[config.mk]
export PLATFORM = sky130hd
export DESIGN_NAME = serial_add_arbiter
export DESIGN_NICKNAME = d
export VERILOG_FILES = /design/src/rtl/serial_add_arbiter.sv
export SDC_FILE = /design/constraint.sdc
export NUM_CORES = 1
export LEC_CHECK = 0
export ABC_AREA = 1
export CAP_MARGIN = 40
export CORE_MARGIN = 2
export CORE_UTILIZATION = 45
export CTS_CLUSTER_SIZE = 8
export DETAILED_ROUTE_END_ITERATION = 8
export GPL_TIMING_DRIVEN = 0
export PLACE_DENSITY = 0.76
export SLEW_MARGIN = 20
export SYNTH_ARGS = -nofsm -noshare
export SYNTH_HDL_FRONTEND = slang
export SYNTH_SLANG_ARGS = --single-unit
[constraint.sdc]
create_clock -name clk -period 1.4 [get_ports clk]
set_input_delay 0.35 -clock clk [delete_from_list [all_inputs] [get_ports clk]]
set_output_delay 0.35 -clock clk [all_outputs]
set_load 0.01 [all_outputs]
[src/rtl/serial_add_arbiter.sv]
// Round-robin arbiter that shares one LSB-first bit-serial adder between two requesters.
// Returns the W-bit sum, carry-out and owner ID with a single-cycle done pulse.
module serial_add_arbiter #(
  parameter int unsigned W = 8
) (
  input  logic         clk,
  input  logic         rst_b,
  input  logic         req0,
  input  logic [W-1:0] a0,
  input  logic [W-1:0] b0,
  input  logic         req1,
  input  logic [W-1:0] a1,
  input  logic [W-1:0] b1,
  output logic         gnt0,
  output logic         gnt1,
  output logic         busy,
  output logic         done,
  output logic         owner,
  output logic [W-1:0] sum,
  output logic         cout
);

  localparam int unsigned CntW = $clog2(W);
  localparam logic [CntW-1:0] CntLast = CntW'(W - 1);

  typedef enum logic [1:0] {
    StIdle,
    StAdd,
    StDone
  } state_e;

  state_e        state_q, state_d;
  logic [W-1:0]  a_sr_q, a_sr_d;
  logic [W-1:0]  b_sr_q, b_sr_d;
  logic [W-1:0]  res_q, res_d;
  logic          carry_q, carry_d;
  logic [CntW-1:0] cnt_q, cnt_d;
  logic          last_q, last_d;
  logic          win_q, win_d;
  logic          gnt0_q, gnt0_d;
  logic          gnt1_q, gnt1_d;
  logic          done_q, done_d;
  logic [W-1:0]  sum_q, sum_d;
  logic          cout_q, cout_d;
  logic          owner_q, owner_d;

  logic s_bit;
  logic c_next;
  logic pick1;

  assign s_bit  = a_sr_q[0] ^ b_sr_q[0] ^ carry_q;
  assign c_next = (a_sr_q[0] & b_sr_q[0]) | (a_sr_q[0] & carry_q) | (b_sr_q[0] & carry_q);

  always_comb begin
    state_d = state_q;
    a_sr_d  = a_sr_q;
    b_sr_d  = b_sr_q;
    res_d   = res_q;
    carry_d = carry_q;
    cnt_d   = cnt_q;
    last_d  = last_q;
    win_d   = win_q;
    gnt0_d  = 1'b0;
    gnt1_d  = 1'b0;
    done_d  = 1'b0;
    sum_d   = sum_q;
    cout_d  = cout_q;
    owner_d = owner_q;
    pick1   = 1'b0;

    unique case (state_q)
      StIdle: begin
        if (req0 || req1) begin
          // On a tie, favour whichever requester did not win last time.
          pick1   = req1 && (!req0 || !last_q);
          carry_d = 1'b0;
          cnt_d   = '0;
          state_d = StAdd;
          if (pick1) begin
            a_sr_d = a1;
            b_sr_d = b1;
            gnt1_d = 1'b1;
            last_d = 1'b1;
            win_d  = 1'b1;
          end else begin
            a_sr_d = a0;
            b_sr_d = b0;
            gnt0_d = 1'b1;
            last_d = 1'b0;
            win_d  = 1'b0;
          end
        end
      end

      StAdd: begin
        carry_d = c_next;
        a_sr_d  = {1'b0, a_sr_q[W-1:1]};
        b_sr_d  = {1'b0, b_sr_q[W-1:1]};
        res_d   = {s_bit, res_q[W-1:1]};
        cnt_d   = cnt_q + CntW'(1);
        if (cnt_q == CntLast) begin
          cnt_d   = '0;
          state_d = StDone;
          done_d  = 1'b1;
          sum_d   = {s_bit, res_q[W-1:1]};
          cout_d  = c_next;
          owner_d = win_q;
        end
      end

      StDone: begin
        state_d = StIdle;
      end

      default: begin
        state_d = StIdle;
      end
    endcase
  end

  always_ff @(posedge clk or negedge rst_b) begin
    if (!rst_b) begin
      state_q <= StIdle;
      a_sr_q  <= '0;
      b_sr_q  <= '0;
      res_q   <= '0;
      carry_q <= 1'b0;
      cnt_q   <= '0;
      last_q  <= 1'b1;
      win_q   <= 1'b0;
      gnt0_q  <= 1'b0;
      gnt1_q  <= 1'b0;
      done_q  <= 1'b0;
      sum_q   <= '0;
      cout_q  <= 1'b0;
      owner_q <= 1'b0;
    end else begin
      state_q <= state_d;
      a_sr_q  <= a_sr_d;
      b_sr_q  <= b_sr_d;
      res_q   <= res_d;
      carry_q <= carry_d;
      cnt_q   <= cnt_d;
      last_q  <= last_d;
      win_q   <= win_d;
      gnt0_q  <= gnt0_d;
      gnt1_q  <= gnt1_d;
      done_q  <= done_d;
      sum_q   <= sum_d;
      cout_q  <= cout_d;
      owner_q <= owner_d;
    end
  end

  assign gnt0  = gnt0_q;
  assign gnt1  = gnt1_q;
  assign busy  = (state_q != StIdle);
  assign done  = done_q;
  assign owner = owner_q;
  assign sum   = sum_q;
  assign cout  = cout_q;

endmodule

==> run_results.csv <==
group,metric,value,unit
global_route,busiest_layer,"met2",
drt,routedWlPerCell,12.0,um
synth,syn-mean-instance-area,8.30,sq um
die,die_area,5360,sq um
synth,number_of_warnings_reported_in_the_yosys_synthesis_log,0,
worst_setup_path,critical_path_class,"reg2out",
sta,timing_worst_slew_pin_value,0.609,ns
drt,vias,1846,
synth,share_of_the_yosys_chip_area_belonging_to_registers,51.1,%
global_route,first_global_vias,1803,
min_path,holdCritPathClass,"in2async",
global_route,grt_overflow_total,0,
global_route,grt_util_met1,24.1,%
synth,synth.distinct_cells,25,
clock_network,worst_skew_pair.late_latency,0.29,ns
sta,fin_crit,1.35,ns
synth,post_synth_instance_area,2160,sq um
sta,max-slew-margin-rel,59.4,%
worst_setup_path,path_max_fanout,3,
clock_network,cts.path.max_buffers,2,
clock_network,ctsHoldBuffers,0,
status,run_status,"completed",
pwr,leakagePower,1.48,nW
die,design.portCount,50,
synth,mappedNetlistNets,299,
sta,skew,0.00775,ns
die,rows,25,
clock_network,clk_transition_reported_paths,0.08,ns
global_route,wire_length_of_the_first_global_routing_pass,7820,um
sta,rsz0062_at_grt,"false",
worst_setup_path,critical_path_cell_count,3,
worst_setup_path,critical_path.n_buffers_inverters,2,
pwr,ir_worst_vdd,0.000657,V
drt,detail_route.iter0.violations,83,
clock_network,tritoncts_clock_tree,"built",
global_route,grt_use_total,19.0,%
drt,drt_pre_antenna_iters,4,
worst_setup_path,timing.critical_path.slowest_cell_delay,0.38,ns
global_route,grt_start_max_net_pins,27,
placed_design,port_buffers,48,
placed_design,detailed_place_hpwl,3380,um
worst_setup_path,cp_data_required_time,1.05,ns
final_layout,fin_nets,356,
drt,detail-route-antenna-nets,0,
sta,timing.final.setup_violations,0,
worst_setup_path,cp_cell_sequence,"inv_2 > nand2_4 > buf_2",
die,coreArea,4660,sq um
global_route,antenna_found_initial,0,
worst_setup_path,timing.critical_path.from_type,"register",
sta,max_freq,0.743,GHz
worst_setup_path,reg2reg_depth,5,
pwr,power_density,1820,nW/um^2
synth,ys_top_cells_by_area,"sky130_fd_sc_hd__dfrtp_1 (50%), sky130_fd_sc_hd__nand2_1 (19%), sky130_fd_sc_hd__nand3_1 (6.5%), sky130_fd_sc_hd__nand2_2 (3.5%), sky130_fd_sc_hd__o21ai_1 (2.3%)",
clock_network,numCtsBuffers,5,
clock_network,clk_root_buffer_cell,"sky130_fd_sc_hd__clkbuf_8",
sta,final_hold_vio_count,0,
synth,yosysTopAreaCell,"sky130_fd_sc_hd__dfrtp_1",
clock_network,cts_htree_levels,2,
synth,synthDominantCellAreaShare,49.9,%
drt,wirelength,4450,um
final_layout,antenna-diode-count,0,
worst_setup_path,endpoint_kind,"output pin",
drt,drc_violations,0,
die,floorplan.die.width,73.2,um
die,floorplan.initialDensity,46.3,%
global_route,global_route_met3_utilization,4.01,%
sta,totalNegativeSetupSlack,0,ns
clock_network,tritoncts_sinks,44,
final_layout,final_core_utilization,60.8,%
run,number_of_max_cap_violations,0,
synth,postSynthRegisterBits,44,
placed_design,finalWeightedCongestion,0.769,
worst_setup_path,cp_slowest_cell,"sky130_fd_sc_hd__dfrtp_1",
synth,syn-instance-count,260,
worst_setup_path,crit_family,"flip-flops",
final_layout,area_growth,31.3,%
die,die-height,73.2,um
global_route,grt_util_met2,31.9,%
sta,drv_slew,0,
final_layout,layout-drive-gt1-share,15.1,%
drt,routed_via_density,4.96,
worst_setup_path,timing.critical_path.arrival,1.00,ns
sta,layout_worst_path_cycle_share,96.2,%
## cells in the mapped netlist
master,instances
sky130_fd_sc_hd__nor2_1,5
sky130_fd_sc_hd__nand2_2,12
sky130_fd_sc_hd__buf_6,3
sky130_fd_sc_hd__clkbuf_1,2
sky130_fd_sc_hd__buf_8,1
sky130_fd_sc_hd__buf_12,1
sky130_fd_sc_hd__dfrtp_1,43
sky130_fd_sc_hd__nand3b_1,2
sky130_fd_sc_hd__nand2_1,110
sky130_fd_sc_hd__o31ai_1,1
sky130_fd_sc_hd__fa_1,1
sky130_fd_sc_hd__o21ai_1,10
sky130_fd_sc_hd__inv_2,4
sky130_fd_sc_hd__nand2_4,1
sky130_fd_sc_hd__nand3_1,28
sky130_fd_sc_hd__o21ai_2,3
sky130_fd_sc_hd__dfstp_2,1
sky130_fd_sc_hd__o21ai_0,8
sky130_fd_sc_hd__inv_6,1
sky130_fd_sc_hd__buf_2,5
sky130_fd_sc_hd__inv_1,13
sky130_fd_sc_hd__nor2_8,1
sky130_fd_sc_hd__nor2_4,1
sky130_fd_sc_hd__ha_1,2
sky130_fd_sc_hd__buf_4,1
## sequential cells by signal (all words and copies together), names as in the netlist, 2 cells and up
signal and cells:
a_sr_q 8, b_sr_q 8, sum 8, res_q 7
cnt_q 3, state_q 2
## power by group
| part | internal (W) | switching (W) | total (W) |
|---|---|---|---|
| clock | 0.000401 | 0.000419 | 0.000820 |
| sequential | 0.00182 | 0.000283 | 0.00210 |
| combinational | 0.000947 | 0.00128 | 0.00223 |
| total | 0.00317 | 0.00199 | 0.00516 |
## layout by cell type, fill, tap and decap left out, types with 3 or more instances in the layout
cell / instances
sky130_fd_sc_hd__nand2_1: 109
sky130_fd_sc_hd__dfrtp_1: 43
sky130_fd_sc_hd__clkdlybuf4s50_1: 32
sky130_fd_sc_hd__nand3_1: 28
sky130_fd_sc_hd__inv_1: 13
sky130_fd_sc_hd__dlygate4sd2_1: 13
sky130_fd_sc_hd__nand2_2: 11
sky130_fd_sc_hd__o21ai_1: 10
sky130_fd_sc_hd__o21ai_0: 8
sky130_fd_sc_hd__clkbuf_8: 6
sky130_fd_sc_hd__nor2_1: 5
sky130_fd_sc_hd__buf_2: 5
sky130_fd_sc_hd__inv_2: 4
sky130_fd_sc_hd__buf_6: 4
sky130_fd_sc_hd__nand2_4: 3
sky130_fd_sc_hd__o21ai_2: 3
sky130_fd_sc_hd__buf_4: 3
## metrics by stage
step | setup WS [ns] | hold WS, ns | std cells | power, W | cell area [sq um]
CTS | 0.00213 | 0.0706 | 371 | 0.00517 | 2810
finish | 0.0533 | 0.0603 | 372 | 0.00516 | 2830
detailed placement | -0.318 | 0.389 | 363 | 0.00444 | 2730
global route | 0.000316 | 0.117 | 372 | 0.00559 | 2830
global placement | -1.13 | 0.456 | 362 | 0.00436 | 2710
floorplan | 0.191 | 0.0544 | 260 | 0.00363 | 2160
## repair_timing
item	in CTS	in global routing
setup buffers	0	1
pin swaps	0	0
resized for setup	19	7
setup endpoints to repair	21	21
cloned	0	0
## final timing paths
| check | startpoint | end | slack, ns |
|---|---|---|---|
| setup / recovery | state_q[1] | busy | 0.05 |
| hold / removal | rst_b | done | 0.06 |
| setup reg to reg | cnt_q[0] | cout | 0.08 |
| hold reg to reg | sum[0] | sum[0] | 0.48 |
| max in group asynchronous | rst_b | res_q[5] | 0.83 |
| min in group clk | req1 | gnt0 | 0.43 |
## worst reg2reg max path, cell delays in order, from the launching register on
cell and delay [ns]:
sky130_fd_sc_hd__dfrtp_1 0.41, sky130_fd_sc_hd__ha_1 0.21, sky130_fd_sc_hd__ha_1 0.23, sky130_fd_sc_hd__nand2_2 0.12
sky130_fd_sc_hd__buf_4 0.18, sky130_fd_sc_hd__o21ai_1 0.07
## area by class of cell
cell class / instances / area, sq um
Sequential cell: 44 / 1100
Multi-Input combinational cell: 185 / 886
Tap cell: 54 / 67.6
Inverter: 18 / 72.6
Clock buffer: 7 / 86.3
Timing Repair Buffer: 50 / 492
Buffer: 13 / 119
Clock inverter: 1 / 7.51
Fill cell: 442 / 1830
## kinds of logic after synthesis
group | Yosys count | synth area share (%)
AOI/OAI and AO/OA | 22 | 5.74
adders and majority gates | 3 | 2.09
buffers and inverters | 31 | 8.41
DFF | 44 | 51.1
and+or+nand+nor | 160 | 32.7
## metal layers
layer  share of wire [%]  wire (um)
met4                 1.3         59
met2                  49       2180
met3                 4.7        207
met5                   0          0
met1                  45       2000
Power figures use the tool's default switching activity.
